## config.mk

```make
export PLATFORM = sky130hd
export DESIGN_NAME = rijndael_block_loader
export DESIGN_NICKNAME = d
export VERILOG_FILES = /design/src/rtl/rijndael_pkg.sv /design/src/rtl/rijndael_word_shifter.sv /design/src/rtl/rijndael_block_loader.sv
export SDC_FILE = /design/constraint.sdc
export NUM_CORES = 1
export LEC_CHECK = 0
export ABC_AREA = 0
export BUFFER_PORTS_ARGS = -buffer_cell sky130_fd_sc_hd__buf_4
export CAP_MARGIN = 10
export CORE_MARGIN = 1
export CORE_UTILIZATION = 52
export DETAILED_ROUTE_END_ITERATION = 16
export GPL_ROUTABILITY_DRIVEN = 0
export PLACE_DENSITY = 0.89
export SLEW_MARGIN = 20
export SYNTH_ARGS = -nofsm -noshare
export SYNTH_HDL_FRONTEND = slang
export SYNTH_SLANG_ARGS = --single-unit
```

## constraint.sdc

```tcl
create_clock -name clk_i -period 2.28 [get_ports clk_i]
set_input_delay 0.228 -clock clk_i [delete_from_list [all_inputs] [get_ports clk_i]]
set_output_delay 0.228 -clock clk_i [all_outputs]
set_load 0.005 [all_outputs]
```

## src/rtl/rijndael_pkg.sv

```systemverilog
// Shared definitions for the Rijndael block loader and its helpers.
package rijndael_pkg;

  localparam int WORDSIZE = 32;

  typedef enum logic [1:0] {
    LOAD_STATE_LOAD,
    LOAD_STATE_ISSUE,
    LOAD_STATE_BUSY
  } loader_state_e;

endpackage

```

## src/rtl/rijndael_word_shifter.sv

```systemverilog
// Shift-in register for a group of 32-bit words: the first word of a group
// ends up in the most significant position. The word counter either wraps
// at NWORDS (key, full flag set on wrap and dropped when a new group starts)
// or saturates at NWORDS (plaintext, cleared explicitly once consumed).
module rijndael_word_shifter
  import rijndael_pkg::*;
#(
  parameter int NWORDS = 4,
  parameter bit WRAP   = 1'b0,
  localparam int CW    = $clog2(NWORDS + 1),
  localparam int W     = WORDSIZE * NWORDS
) (
  input  logic                clk,
  input  logic                rst_n,
  input  logic                shift,
  input  logic                clear,
  input  logic [WORDSIZE-1:0] word,
  output logic [W-1:0]        data,
  output logic [CW-1:0]       count,
  output logic                full
);

  // Shift a word in from the right and track how many words the group holds.
  always_ff @(posedge clk or negedge rst_n) begin
    if (!rst_n) begin
      data  <= '0;
      count <= '0;
      full  <= 1'b0;
    end else if (clear) begin
      count <= '0;
      full  <= 1'b0;
    end else if (shift) begin
      data <= {data[W-WORDSIZE-1:0], word};
      if (WRAP) begin
        if (count == CW'(NWORDS - 1)) begin
          count <= '0;
          full  <= 1'b1;
        end else begin
          count <= count + 1'b1;
          if (count == '0) begin
            full <= 1'b0;
          end
        end
      end else begin
        if (count != CW'(NWORDS)) begin
          count <= count + 1'b1;
        end
        if (count == CW'(NWORDS - 1)) begin
          full <= 1'b1;
        end
      end
    end
  end

endmodule

```

## src/rtl/rijndael_block_loader.sv

```systemverilog
// Feeder for the iterative encryption core: collects key and plaintext
// words from a valid/ready stream, launches the core with a single enable
// and keeps the operands frozen until the core is idle again. The key is
// kept between blocks so consecutive blocks only need fresh plaintext.
module rijndael_block_loader
  import rijndael_pkg::*;
#(
  parameter int NB         = 4,
  parameter int NK         = 4,
  localparam int STATESIZE = 32 * NB,
  localparam int KEYSIZE   = 32 * NK
) (
  input  logic                 clk_i,
  input  logic                 rst_ni,
  input  logic [31:0]          in_word_i,
  input  logic                 in_is_key_i,
  input  logic                 in_valid_i,
  output logic                 in_ready_o,
  input  logic                 core_ready_i,
  output logic                 core_enable_o,
  output logic [STATESIZE-1:0] plaintext_o,
  output logic [KEYSIZE-1:0]   key_o,
  output logic                 key_valid_o,
  output logic                 busy_o,
  output logic                 done_o
);

  localparam int PCW = $clog2(NB + 1);
  localparam int KCW = $clog2(NK + 1);

  loader_state_e  state;
  logic [PCW-1:0] pt_cnt;
  logic [KCW-1:0] key_cnt;
  logic           pt_full;
  logic           accept;
  logic           key_shift;
  logic           pt_shift;
  logic           pt_clear;

  // Handshake and operand steering; words are only taken while loading.
  always_comb begin
    in_ready_o    = (state == LOAD_STATE_LOAD) && (in_is_key_i || (pt_cnt < PCW'(NB)));
    accept        = in_valid_i && in_ready_o;
    key_shift     = accept && in_is_key_i;
    pt_shift      = accept && !in_is_key_i;
    pt_clear      = (state == LOAD_STATE_BUSY) && core_ready_i;
    core_enable_o = (state == LOAD_STATE_ISSUE) && core_ready_i;
    busy_o        = (state == LOAD_STATE_BUSY);
  end

  rijndael_word_shifter #(
    .NWORDS(NK),
    .WRAP  (1'b1)
  ) u_key_shifter (
    .clk  (clk_i),
    .rst_n(rst_ni),
    .shift(key_shift),
    .clear(1'b0),
    .word (in_word_i),
    .data (key_o),
    .count(key_cnt),
    .full (key_valid_o)
  );

  rijndael_word_shifter #(
    .NWORDS(NB),
    .WRAP  (1'b0)
  ) u_pt_shifter (
    .clk  (clk_i),
    .rst_n(rst_ni),
    .shift(pt_shift),
    .clear(pt_clear),
    .word (in_word_i),
    .data (plaintext_o),
    .count(pt_cnt),
    .full (pt_full)
  );

  // Sequencing: wait for complete operands, hand them to the core, then
  // wait for the core to finish and report completion with a single pulse.
  always_ff @(posedge clk_i or negedge rst_ni) begin
    if (!rst_ni) begin
      state  <= LOAD_STATE_LOAD;
      done_o <= 1'b0;
    end else begin
      done_o <= 1'b0;
      case (state)
        LOAD_STATE_LOAD: begin
          if (pt_full && key_valid_o && (key_cnt == '0)) begin
            state <= LOAD_STATE_ISSUE;
          end
        end
        LOAD_STATE_ISSUE: begin
          if (core_ready_i) begin
            state <= LOAD_STATE_BUSY;
          end
        end
        LOAD_STATE_BUSY: begin
          if (core_ready_i) begin
            state  <= LOAD_STATE_LOAD;
            done_o <= 1'b1;
          end
        end
        default: state <= LOAD_STATE_LOAD;
      endcase
    end
  end

endmodule
```

==> Word-level counts from Yosys, hierarchy flattened <==
Index checks and enable logic that the tools add are counted.
{ "totals": {"word_cells": 56, "reg_bits": 267, "out_inout_bits": 261, "inputBits": 37} }
{ "classes": {"order_cmp": 1, "mux": 15, "n_reduce_logical": 21, "add_sub_neg": 2, "bitwise": 1, "eq_ne": 8} }
{ "op_table": {"columns": ["op", "count"], "rows": [
  ["two-way mux 3 bit", 4],
  ["logical AND 1 bit", 8],
  ["AND reduction 2 bit", 4],
  ["nonzero test 2 bit", 4],
  ["two-way mux 1 bit", 7],
  ["adder 3 x 1 -> 3 bit (second input constant)", 2],
  ["equality test 3 x 2 -> 1 bit (second input constant)", 2],
  ["two-way mux 2 bit", 3],
  ["one-hot mux 2 bit (3 select lines)", 1],
  ["inequality test 2 bit (second input constant)", 2],
  ["zero test 3 bit", 1],
  ["less-than comparator 3 bit (second input constant)", 1],
  ["inequality test 3 bit (second input constant)", 1],
  ["AND reduction 3 bit", 1],
  ["equality test 2 x 1 -> 1 bit (second input constant)", 1],
  ["equality test 2 bit (second input constant)", 1],
  ["zero test 2 bit", 1],
  ["inequality test 2 x 1 -> 1 bit (second input constant)", 1],
  ["zero test 1 bit", 1],
  ["logical OR 1 bit", 1],
  ["inverter 1 bit", 1]
]} }

==> Depth between registers and ports, before layout <==
Gate-level depths: netlist of the first run.
{ "logic_depth": {"word_depth": 7, "depth_mapped": 6, "mapped_depth_nobuf": 5} }

==> Hierarchy <==
From an unflattened synthesis of the first run, not the netlist that was laid out.
{ "hier_totals": {"hier_cells": 601, "area_unflattened_um2": 10797.9} }
{ "modules_own_cells": {"columns": ["module", "instances", "cells_each", "seq_area_each_um2", "area_each_um2"], "rows": [
  ["rijndael_word_shifter (u_pt_shifter)", 1, 292, 3303.2, 5579.1],
  ["rijndael_word_shifter (u_key_shifter)", 1, 291, 3303.2, 5047.3],
  ["rijndael_block_loader", 1, 18, 75.1, 171.4]
]} }

==> Least setup slack after synthesis of the first run <==
No wires, ideal clock.
{ "synth_path": {"path_kind": "reg2reg", "startpoint": "reg state[1]", "endpoint": "reg u_key_shifter.data[100]", "period_less_slack_ps": 1622, "arrival_time_ps": 1497, "stages_incl_launch_ff": 6, "t_required_ps": 2155, "setup_ps": 125, "slack_ps": 658, "path_buffers": 3, "cell_sequence": "dfrtp_1 nor4bb_1 buf_2 buf_4 buf_4 mux2_2"} }
{ "synth_between": {"elab_chain_len": 4} }
{ "synth_lines": {"columns": ["element", "line", "source"], "rows": [
  ["from (decl)", "rijndael_block_loader.sv:31", "loader_state_e state;"],
  ["from (signal assigned)", "rijndael_block_loader.sv:83", "state <= LOAD_STATE_LOAD;"],
  ["from (signal assigned)", "rijndael_block_loader.sv:90", "state <= LOAD_STATE_ISSUE;"],
  ["from (signal assigned)", "rijndael_block_loader.sv:95", "state <= LOAD_STATE_BUSY;"],
  ["zero test 2 bit", "rijndael_block_loader.sv:42", "in_ready_o = (state == LOAD_STATE_LOAD) && (in_is_key_i || (pt_cnt < PCW'(NB)));"],
  ["logical AND 1 bit", "rijndael_block_loader.sv:42", null],
  ["logical AND 1 bit", "rijndael_block_loader.sv:43", "accept = in_valid_i && in_ready_o;"],
  ["logical AND 1 bit", "rijndael_block_loader.sv:44", "key_shift = accept && in_is_key_i;"],
  ["to (signal assigned)", "rijndael_word_shifter.sv:33", "data <= {data[W-WORDSIZE-1:0], word};"],
  ["to (decl)", "rijndael_word_shifter.sv:18", "output logic [W-1:0] data,"]
]} }
No other way between the ends.
A chain may end at the register's enable or synchronous reset.

==> Worst setup path in the final report of the first run <==
{ "layout_path": {"startpoint": "reg state[1]", "endpoint": "reg u_pt_shifter.data[10]"} }
{ "layout_between": {"elab_chain_len": 5, "word_cells_on_any_way": 8, "cone_classes": "eq/ne (1); bitwise (1); reduce/logical (6)"} }
{ "layout_lines": {"columns": ["element", "line", "source"], "rows": [
  ["zero test 2 bit", "rijndael_block_loader.sv:42", null],
  ["logical AND 1 bit", "rijndael_block_loader.sv:42", null],
  ["logical AND 1 bit", "rijndael_block_loader.sv:43", null],
  ["logical AND 1 bit", "rijndael_block_loader.sv:45", "pt_shift = accept && !in_is_key_i;"],
  ["AND reduction 2 bit (no line) (*)", null, null],
  ["to (signal assigned)", "rijndael_word_shifter.sv:33", null],
  ["to (decl)", "rijndael_word_shifter.sv:18", null]
]} }
Mark *: on every way between the ends. The rest lies on a longest branch, timed or not.

==> results.py, run 1 <==
metrics = {
    "finish": {
        "finish.net_count": 978,
        "utilization": 0.726,
        "filler_cell_count": 1200,
        "flow.area_growth_from_synthesis_pct": 36.5,
        "final_layout_size_suffix_gt1_frac": 0.642,
        "diodes": 0,
        "final_non_filler_cell_area_um2": 14200,
    },
    "placed_design": {
        "place.detailed.hpwl_mm": 15.3,
        "postPlaceCellArea_um2": 13000,
        "port_buffers": 297,
    },
    "power": {
        "fin_total_pwr_mw": 12.6,
        "pwr_density_cell_nw_per_um2": 885,
        "static-leakage-power_nw": 7.39,
        "highest_ir_drop_seen_on_vdd_mv": 0.747,
    },
    "worst_setup_path": {
        "critPathLaunchType": "register",
        "setup.worst_path.end_class": "register",
        "r2r_slack_ns": 0.30,
        "worst_ep_required_time_ns": 2.69,
        "crit_path_max_incr_delay_ns": 0.48,
        "critical-path-top-delay-family": "simple AND/OR/NAND/NOR gates",
        "critical_path_buffer_and_inverter_count": 1,
        "cp_cell_sequence": "nor4_2 > nand2_4 > buf_12 > mux2_4",
        "crit_slowest_cell": "dfrtp_1",
        "critical_path_class": "register to register",
        "timing.rr.end": "u_pt_shifter.data[10]",
        "reg2reg_from": "state[1]",
        "crit_path_max_fanout": 36,
        "reg2reg_depth": 4,
        "arrival_ns": 2.39,
    },
    "route": {
        "routedWlPerCell_um": 19.1,
        "remaining_drc_errors": 0,
        "drt-initial-drc-count": 159,
        "num_vias": 6149,
        "drtPass1Iterations": 4,
        "wirelength_mm": 23.3,
        "vias_per_cell": 5.04,
        "drtAntennaViolNets": 0,
    },
    "hold_path": {
        "hold_path_depth": 3,
        "hold_path_class": "input pin to register",
        "hp-start": "core_ready_i",
        "min_to": "state[1]",
    },
    "logic_synthesis": {
        "yosys-top-cells-count": "dfrtp_1 (267), mux2_2 (170), mux2_4 (87)",
        "synth-async-reset-ratio": 1.00,
        "post_synth_instance_area_um2": 10400,
        "postSynth.topFlopCell": "dfrtp_1",
        "postSynthNetCount": 634,
        "synth_area_per_cell_um2": 17.5,
        "yosysMostFrequentCell": "dfrtp_1",
        "synth_enable_flop_cells": 0,
        "ys_seq_area_frac": 0.643,
        "post_synth_inst_count": 592,
        "yosys_register_bits": 267,
        "post_synth_num_cell_types": 23,
        "post_synth_main_area_contributors": "dfrtp_1 (64%), mux2_2 (18%), mux2_4 (13%), buf_6 (1.1%), ha_1 (0.60%)",
        "synth_largest_type_area_fraction": 0.643,
        "synth-warning-count": 0,
        "largest_area_contributor_in_the_netlist": "dfrtp_1",
    },
    "clocking": {
        "clockBufferDepth": 3,
        "tritoncts.num_buffers": 27,
        "post-cts-setup-buffers": 0,
        "worstSkewPairLatency_ns": 0.52,
        "clock_tree_from_tritoncts": "yes",
        "cts_max_level": 1,
        "cts_sinks": 267,
        "clk_root_buffer_cell": "clkbuf_16",
        "clk_pin_slew_worst_paths_ns": 0.06,
    },
    "die": {
        "floorplan.die_area_um2": 20500,
        "die_w_um": 143,
        "dieHeight_um": 143,
        "placement_rows": 51,
        "core-area_um2": 19500,
        "initial_core_util": 0.532,
        "io-pin-count": 298,
    },
    "sta": {
        "maxSlewHeadroom": 0.638,
        "fin_crit_sh": 0.870,
        "timing.final.setup_violations": 0,
        "final_count_of_pins_violating_max_slew": 0,
        "tns_ns": 0,
        "finalWorstPathRequiredPeriod_ns": 1.98,
        "final-hold-violation-count": 0,
        "unrepaired_setup_endpoints_after_global_routing": "no",
        "timing_worst_slew_pin_value_ns": 0.542,
        "finalHoldWorstSlack_ns": 0.0423,
        "max_clock_freq_mhz": 504,
        "skew_ns": 0.00784,
    },
    "global_route": {
        "grt_pass1_wl_mm": 35.6,
        "grt_start_max_net_pins": 75,
        "first_global_vias": 6447,
        "grt.total_usage": 0.223,
        "overflow_left_after_global_routing": 0,
        "antenna_found_initial": 0,
    },
    "run": {
        "cap_violations": 0,
    },
    "run_status": {
        "run_status": "finished, final reports clean",
    },
}
==> cells in the final DEF, fill, tap and decap left out, drive strengths merged, types with 2 or more instances in the layout <==
cell type    count
a21oi            2
a32o             2
buf            310
clkbuf          41
clkinv           6
dfrtp          267
dlygate4sd3     34
ha               5
inv              9
mux2           257
mux2i            2
nand2            5
nor2             3
nor4bb           2
==> repair_timing <==
item                                   4_1_cts  5_1_grt
resized for setup                            0        0
endpoints found under the hold margin      128        0
hold buffers                                34        0
==> per-stage QoR <==
step	cells	setup slack (ns)
after floorplan	592	0.658
after global placement	1138	0.361
after detailed placement	1138	0.319
after CTS	1220	0.298
after global routing	1220	0.189
final	1220	0.297
==> cells by family (layout without fill, tap and decap cells) <==
family	count (synthesis)	count (layout)	synth area share
fa+ha+maj	5	5	0.00602
mux	259	259	0.312
buf+inv	38	401	0.0249
simple gates	14	14	0.00783
compound gates	9	9	0.00614
flops	267	267	0.643
==> sequential cells by signal, indices dropped and copies added, names as in the netlist <==
signal and flops:
u_key_shifter.data 128, u_pt_shifter.data 128, u_key_shifter.count 3, u_pt_shifter.count 3, state 2, done_o 1, u_key_shifter.full 1, u_pt_shifter.full 1
==> tightest hold or removal path, cell delays in order <==
cell    delay, ns
buf_4        0.12
inv_1        0.06
a21o_1       0.11
==> layer usage <==
| layer | up-vias | wire [um] | track usage |
|---|---|---|---|
| li1 | 2773 | - | - |
| met1 | 3141 | 9090 | 0.276 |
| met2 | 188 | 12200 | 0.388 |
| met3 | 47 | 1370 | 0.0520 |
| met4 | 0 | 662 | 0.0677 |
| met5 | - | 0 | 0 |
==> power breakdown <==
group / total [mW] / internal (mW) / switching (mW) / leakage, nW
Sequential: 5.97 / 5.45 / 0.524 / 3.43
Clock: 4.32 / 2.57 / 1.75 / 0.441
Combinational: 2.26 / 1.47 / 0.791 / 3.51
Total: 12.6 / 9.49 / 3.07 / 7.39
==> how the worst max path moves through the flow <==
| stage | endpoint | startpoint | cells after the start |
|---|---|---|---|
| after floorplan | u_key_shifter.data[100] | state[1] | 5 |
| after global placement | u_pt_shifter.data[9] | state[1] | 4 |
| after detailed placement | u_pt_shifter.data[10] | state[1] | 4 |
| after CTS | u_pt_shifter.data[10] | state[1] | 4 |
| after global routing | u_pt_shifter.data[42] | state[1] | 4 |
| final | u_pt_shifter.data[10] | state[1] | 4 |
==> final cells by class <==
cell class              instances  area, um2  share of cell area
well taps                     265        332              0.0234
multi-input cells             287       3470               0.245
flip-flops and latches        267       6680               0.471
clock buffers                  41        818              0.0577
repair buffers                344       2790               0.197
inverters                       9       33.8             0.00238
clock inverters                 7       60.1             0.00423
Power figures use the tool's default switching activity.
==> run 2, diff against run 1 <==
Settings changed: ABC_AREA 0 to 1, PLACE_DENSITY 0.89 to 0.86.
==> results.py, run 2 <==
metrics = {
    "run_status": {
        "run_status": "finished, final reports clean",
    },
    "clocking": {
        "holdBufCountCts": 20,
        "cts_sinks": 267,
        "clock_tree_from_tritoncts": "yes",
        "post-cts-setup-buffers": 0,
        "tritoncts.num_buffers": 28,
        "cts_max_level": 1,
        "worstSkewPairLatency_ns": 0.53,
        "quantity_of_gates_resized_following_cts": 0,
        "clockBufferDepth": 3,
        "clk_pin_slew_worst_paths_ns": 0.06,
        "clk_root_buffer_cell": "clkbuf_16",
    },
    "die": {
        "core-area_um2": 19000,
        "floorplan.die_area_um2": 20100,
        "placement_rows": 50,
        "initial_core_util": 0.537,
        "io-pin-count": 298,
        "dieHeight_um": 142,
        "die_w_um": 142,
    },
    "finish": {
        "final_layout_size_suffix_gt1_frac": 0.255,
        "finish.net_count": 1430,
        "layout_commonest_cell": "nand2_1",
        "reg_top3": "u_key_shifter.data: 128 flops, u_pt_shifter.data: 128 flops",
        "layout.cells.most_common_list": "nand2_1 (436), buf_4 (304), dfrtp_1 (267)",
        "flow.area_growth_from_synthesis_pct": 35.3,
        "filler_cell_count": 1327,
        "diodes": 0,
        "post_layout_nonfiller_instances": 1666,
        "utilization": 0.727,
    },
    "global_route": {
        "first_global_vias": 8579,
        "grt_pass1_wl_mm": 44.8,
        "grt.total_usage": 0.284,
        "antenna_found_initial": 0,
        "overflow_left_after_global_routing": 0,
        "grt_start_max_net_pins": 139,
    },
    "worst_setup_path": {
        "worst_ep_required_time_ns": 2.71,
        "crit_path_max_fanout": 138,
        "arrival_ns": 2.23,
        "critPathLaunchType": "register",
        "critical_path_class": "register to register",
        "setup.worst_path.end_class": "register",
        "reg2reg_depth": 5,
    },
    "logic_synthesis": {
        "synth-async-reset-ratio": 1.00,
        "synth-warning-count": 0,
        "post_synth_main_area_contributors": "dfrtp_1 (66%), nand2_1 (16%), o21ai_0 (5.8%), nand3_1 (4.9%), inv_1 (2.8%)",
        "post_synth_inst_count": 1094,
        "largest_area_contributor_in_the_netlist": "dfrtp_1",
        "synth_enable_flop_cells": 0,
        "synth_area_per_cell_um2": 9.30,
        "yosysMostFrequentCell": "nand2_1",
        "yosys_register_bits": 267,
        "post_synth_num_cell_types": 18,
        "postSynth.topFlopCell": "dfrtp_1",
        "synth_largest_type_area_fraction": 0.656,
        "postSynthNetCount": 1136,
        "post_synth_instance_area_um2": 10200,
        "ys_seq_area_frac": 0.656,
        "yosys-top-cells-count": "nand2_1 (436), dfrtp_1 (267), o21ai_0 (118)",
    },
    "sta": {
        "max_clock_freq_mhz": 555,
        "finalWorstPathRequiredPeriod_ns": 1.80,
        "timing_worst_slew_pin_value_ns": 1.07,
        "skew_ns": 0.00787,
        "finalHoldWorstSlack_ns": 0.00709,
        "unrepaired_setup_endpoints_after_global_routing": "no",
        "final_count_of_pins_violating_max_slew": 0,
        "maxSlewHeadroom": 0.283,
        "tns_ns": 0,
        "timing.final.setup_violations": 0,
        "fin_crit_sh": 0.791,
        "final-hold-violation-count": 0,
    },
    "route": {
        "drtAntennaViolNets": 0,
        "remaining_drc_errors": 0,
        "drt-initial-drc-count": 657,
        "vias_per_cell": 5.24,
        "wirelength_mm": 28.7,
        "routedWlPerCell_um": 17.2,
        "num_vias": 8729,
        "drtPass1Iterations": 6,
    },
    "power": {
        "static-leakage-power_nw": 7.52,
        "highest_ir_drop_seen_on_vdd_mv": 0.997,
        "pwr_density_cell_nw_per_um2": 1520,
    },
    "run": {
        "cap_violations": 0,
    },
    "hold_path": {
        "hold_path_class": "input pin to register",
        "hold_path_depth": 3,
    },
    "placed_design": {
        "place.detailed.hpwl_mm": 18.1,
        "dp.cells": 1598,
        "port_buffers": 297,
    },
}
-- run 2: cell count changes after synthesis, sizes merged, moves of 36 or more --
cell / delta
clkbuf: +36
nand2: +432
mux2: -257
inv: +68
o21ai: +132
nand3: +99
-- run 2: through the flow --
step,instance area [um2],power (mW),setup WS (ns)
after global routing,13800,22.2,0.261
final,13800,20.9,0.477
after CTS,13800,21.0,0.239
after floorplan,10200,11.3,0.934
after detailed placement,12600,16.2,0.292
after global placement,12600,15.9,0.390
-- run 2: kinds of logic (layout without fill, tap and decap cells) --
| family | Yosys count | count (layout) | synth area share |
|---|---|---|---|
| AND/OR/NAND/NOR | 543 | 543 | 0.214 |
| AO/OA/AOI/OAI | 135 | 135 | 0.0666 |
| buffers and inverters | 144 | 456 | 0.0570 |
| flip-flops | 267 | 267 | 0.656 |
| adder cells (fa/ha/maj) | 5 | 5 | 0.00615 |
-- run 2: layout make-up --
type / count / area [um2] / share of cell area
flip-flops and latches: 267 / 6680 / 0.485
multi-input cells: 683 / 2930 / 0.212
repair buffers: 331 / 2610 / 0.189
clock buffers: 44 / 892 / 0.0648
well taps: 260 / 325 / 0.0236
inverters: 77 / 289 / 0.0210
clock inverters: 4 / 51.3 / 0.00372
-- run 2: critical path, cell delays in order (launching register included) --
cell	delay, ns
dfrtp_1	0.38
inv_1	0.07
nand4_1	0.17
buf_6	0.65
nand2_1	0.18
o21ai_0	0.15
-- run 2: worst paths after layout --
path	start	slack, ns	endpoint
max	u_pt_shifter.count[2]	0.48	u_pt_shifter.data[84]
min	in_word_i[26]	0.007	u_key_shifter.data[26]
max reg2reg	u_pt_shifter.count[2]	0.48	u_pt_shifter.data[84]
min reg2reg	u_key_shifter.data[119]	0.47	u_key_shifter.data[119]
max in group asynchronous	rst_ni	1.25	u_key_shifter.data[104]
min in group asynchronous	rst_ni	0.27	u_key_shifter.data[123]
-- run 2: where the power goes --
part / internal (mW) / switching (mW)
registers: 7.05 / 1.99
clock network: 2.77 / 1.82
logic: 3.80 / 3.51
-- run 2: layer usage --
| layer | track usage | part of all wire | routed length, um |
|---|---|---|---|
| met1 | 0.343 | 0.37 | 10600 |
| met2 | 0.493 | 0.51 | 14800 |
| met3 | 0.0739 | 0.088 | 2510 |
| met4 | 0.0990 | 0.029 | 844 |
| met5 | 0 | 0 | 0 |
==> run 3, diff against run 2 <==
Clock period 2.28 ns to 1.7 ns, I/O delays scaled along.
==> results.py, run 3 (synthesis results as in run 2) <==
metrics = {
    "sta": {
        "skew_ns": 0.00887,
        "fin_crit_sh": 0.989,
        "timing.final.setup_violations": 0,
        "final-hold-violation-count": 0,
        "unrepaired_setup_endpoints_after_global_routing": "yes",
        "finalWorstPathRequiredPeriod_ns": 1.68,
        "final_count_of_pins_violating_max_slew": 0,
        "timing_worst_slew_pin_value_ns": 0.850,
        "maxSlewHeadroom": 0.434,
        "max_clock_freq_mhz": 595,
    },
    "power": {
        "fin_total_pwr_mw": 28.2,
        "highest_ir_drop_seen_on_vdd_mv": 1.35,
        "power.clock.fraction": 0.214,
        "static-leakage-power_nw": 7.60,
        "switchingPower_mw": 9.96,
        "p_seq_frac": 0.431,
        "p_int_mw": 18.3,
        "comb_power_share": 0.354,
        "power.switching_fraction": 0.353,
        "pwr_density_cell_nw_per_um2": 2020,
    },
    "clocking": {
        "clockBufferDepth": 3,
        "cts_max_level": 1,
        "clk_pin_slew_worst_paths_ns": 0.06,
        "cts_sinks": 267,
        "worstSkewPairLatency_ns": 0.52,
        "tritoncts.num_buffers": 27,
        "post-cts-setup-buffers": 0,
        "clock_tree_from_tritoncts": "yes",
        "clk_root_buffer_cell": "clkbuf_16",
    },
    "placed_design": {
        "port_buffers": 297,
        "place.detailed.hpwl_mm": 18.9,
    },
    "worst_setup_path": {
        "critPathLaunchType": "register",
        "arrival_ns": 2.13,
        "r2r_slack_ns": 0.02,
        "worst_ep_required_time_ns": 2.15,
        "critical_path_class": "register to register",
        "setup.worst_path.end_class": "register",
        "crit_path_max_fanout": 100,
    },
    "finish": {
        "finish.net_count": 1448,
        "reg_top3": "u_key_shifter.data: 128 flops, u_pt_shifter.data: 128 flops",
        "layout_commonest_cell": "nand2_1",
        "diodes": 0,
        "layout.cells.most_common_list": "nand2_1 (436), buf_4 (303), dfrtp_1 (267)",
        "flow.area_growth_from_synthesis_pct": 37.4,
        "final_layout_size_suffix_gt1_frac": 0.254,
        "utilization": 0.738,
    },
    "die": {
        "die_w_um": 142,
        "floorplan.die_area_um2": 20100,
        "placement_rows": 50,
        "core-area_um2": 19000,
        "initial_core_util": 0.537,
        "dieHeight_um": 142,
        "io-pin-count": 298,
    },
    "route": {
        "routedWlPerCell_um": 17.7,
        "wirelength_mm": 29.8,
        "drtAntennaViolNets": 0,
        "wl_met2_mm": 15.0,
        "num_vias": 8879,
        "remaining_drc_errors": 0,
        "vias_per_cell": 5.27,
        "drt-initial-drc-count": 595,
        "wl_met1_mm": 11.1,
        "met3_wirelength_mm": 2.47,
        "drtPass1Iterations": 6,
        "uppermost_layer_routed": "met4",
    },
    "global_route": {
        "antenna_found_initial": 0,
        "overflow_left_after_global_routing": 0,
        "grt.total_usage": 0.297,
        "grt_start_max_net_pins": 101,
        "grt_pass1_wl_mm": 46.6,
        "first_global_vias": 8840,
    },
    "run_status": {
        "run_status": "finished, final reports clean",
    },
    "run": {
        "cap_violations": 0,
    },
    "hold_path": {
        "hold_path_class": "input pin to asynchronous set/reset pin",
    },
}
-- run 3: layout make-up --
class	count	area, um2
tap	260	325
timing repair buffer	350	2860
clock buffer	39	771
clock inverter	9	133
fill	1294	4970
sequential	267	6680
multi-input combinational	683	2930
inverter	77	289
-- run 3: power by group through the flow --
stage               clock network, mW  logic (mW)  registers, mW
global placement                    0        9.33           12.1
finish                           6.05        10.0           12.2
global route                     6.36        11.1           12.5
CTS                              6.10        9.93           12.1
floorplan                           0        3.53           11.7
detailed placement                  0        9.79           12.1
-- run 3: critical path, cell delays in order, from the launching register on --
cell,delay (ns)
dfrtp_1,0.41
nor2_2,0.13
nand2_1,0.13
nor2_4,0.16
clkbuf_16,0.35
nand3_1,0.17
nand2_1,0.16
-- run 3: repair_timing --
| item | in CTS | in global routing |
|---|---|---|
| hold endpoints to repair | 331 | 0 |
| setup endpoints to repair | 0 | 40 |
| gates resized for setup | 0 | 8 |
| hold buffers | 34 | 0 |
-- run 3: worst paths after layout --
check                                        start  cells past startpoint                 endpoint
max reg2reg                               state[0]                      6   u_key_shifter.data[48]
min                                         rst_ni                      2  u_key_shifter.data[125]
max in group asynchronous                   rst_ni                      3    u_pt_shifter.data[61]
min in group clk_i                     in_is_key_i                      4   u_key_shifter.data[35]
max                                       state[0]                      6   u_key_shifter.data[48]
min reg2reg                u_key_shifter.data[121]                      2  u_key_shifter.data[121]
-- run 3: layer usage --
| layer | global-route usage | vias to the layer above |
|---|---|---|
| met2 | 0.517 | 412 |
| met4 | 0.121 | 0 |
| met5 | 0 | - |
| met1 | 0.354 | 4310 |
| li1 | - | 4066 |
| met3 | 0.0746 | 91 |
-- run 3: stage by stage --
| stage | area, um2 | hold WS [ns] | std cells | TNS [ns] | worst slack, ns |
|---|---|---|---|---|---|
| finish | 14000 | 0.169 | 1685 | 0 | 0.0179 |
| global route | 14000 | 0.188 | 1685 | -0.127 | -0.0400 |
| CTS | 14000 | 0.162 | 1685 | 0 | 0.00306 |
| detailed placement | 12700 | 0.116 | 1603 | 0 | 0.119 |
| global placement | 12700 | 0.118 | 1603 | 0 | 0.151 |
| floorplan | 10200 | -0.126 | 1094 | 0 | 0.354 |
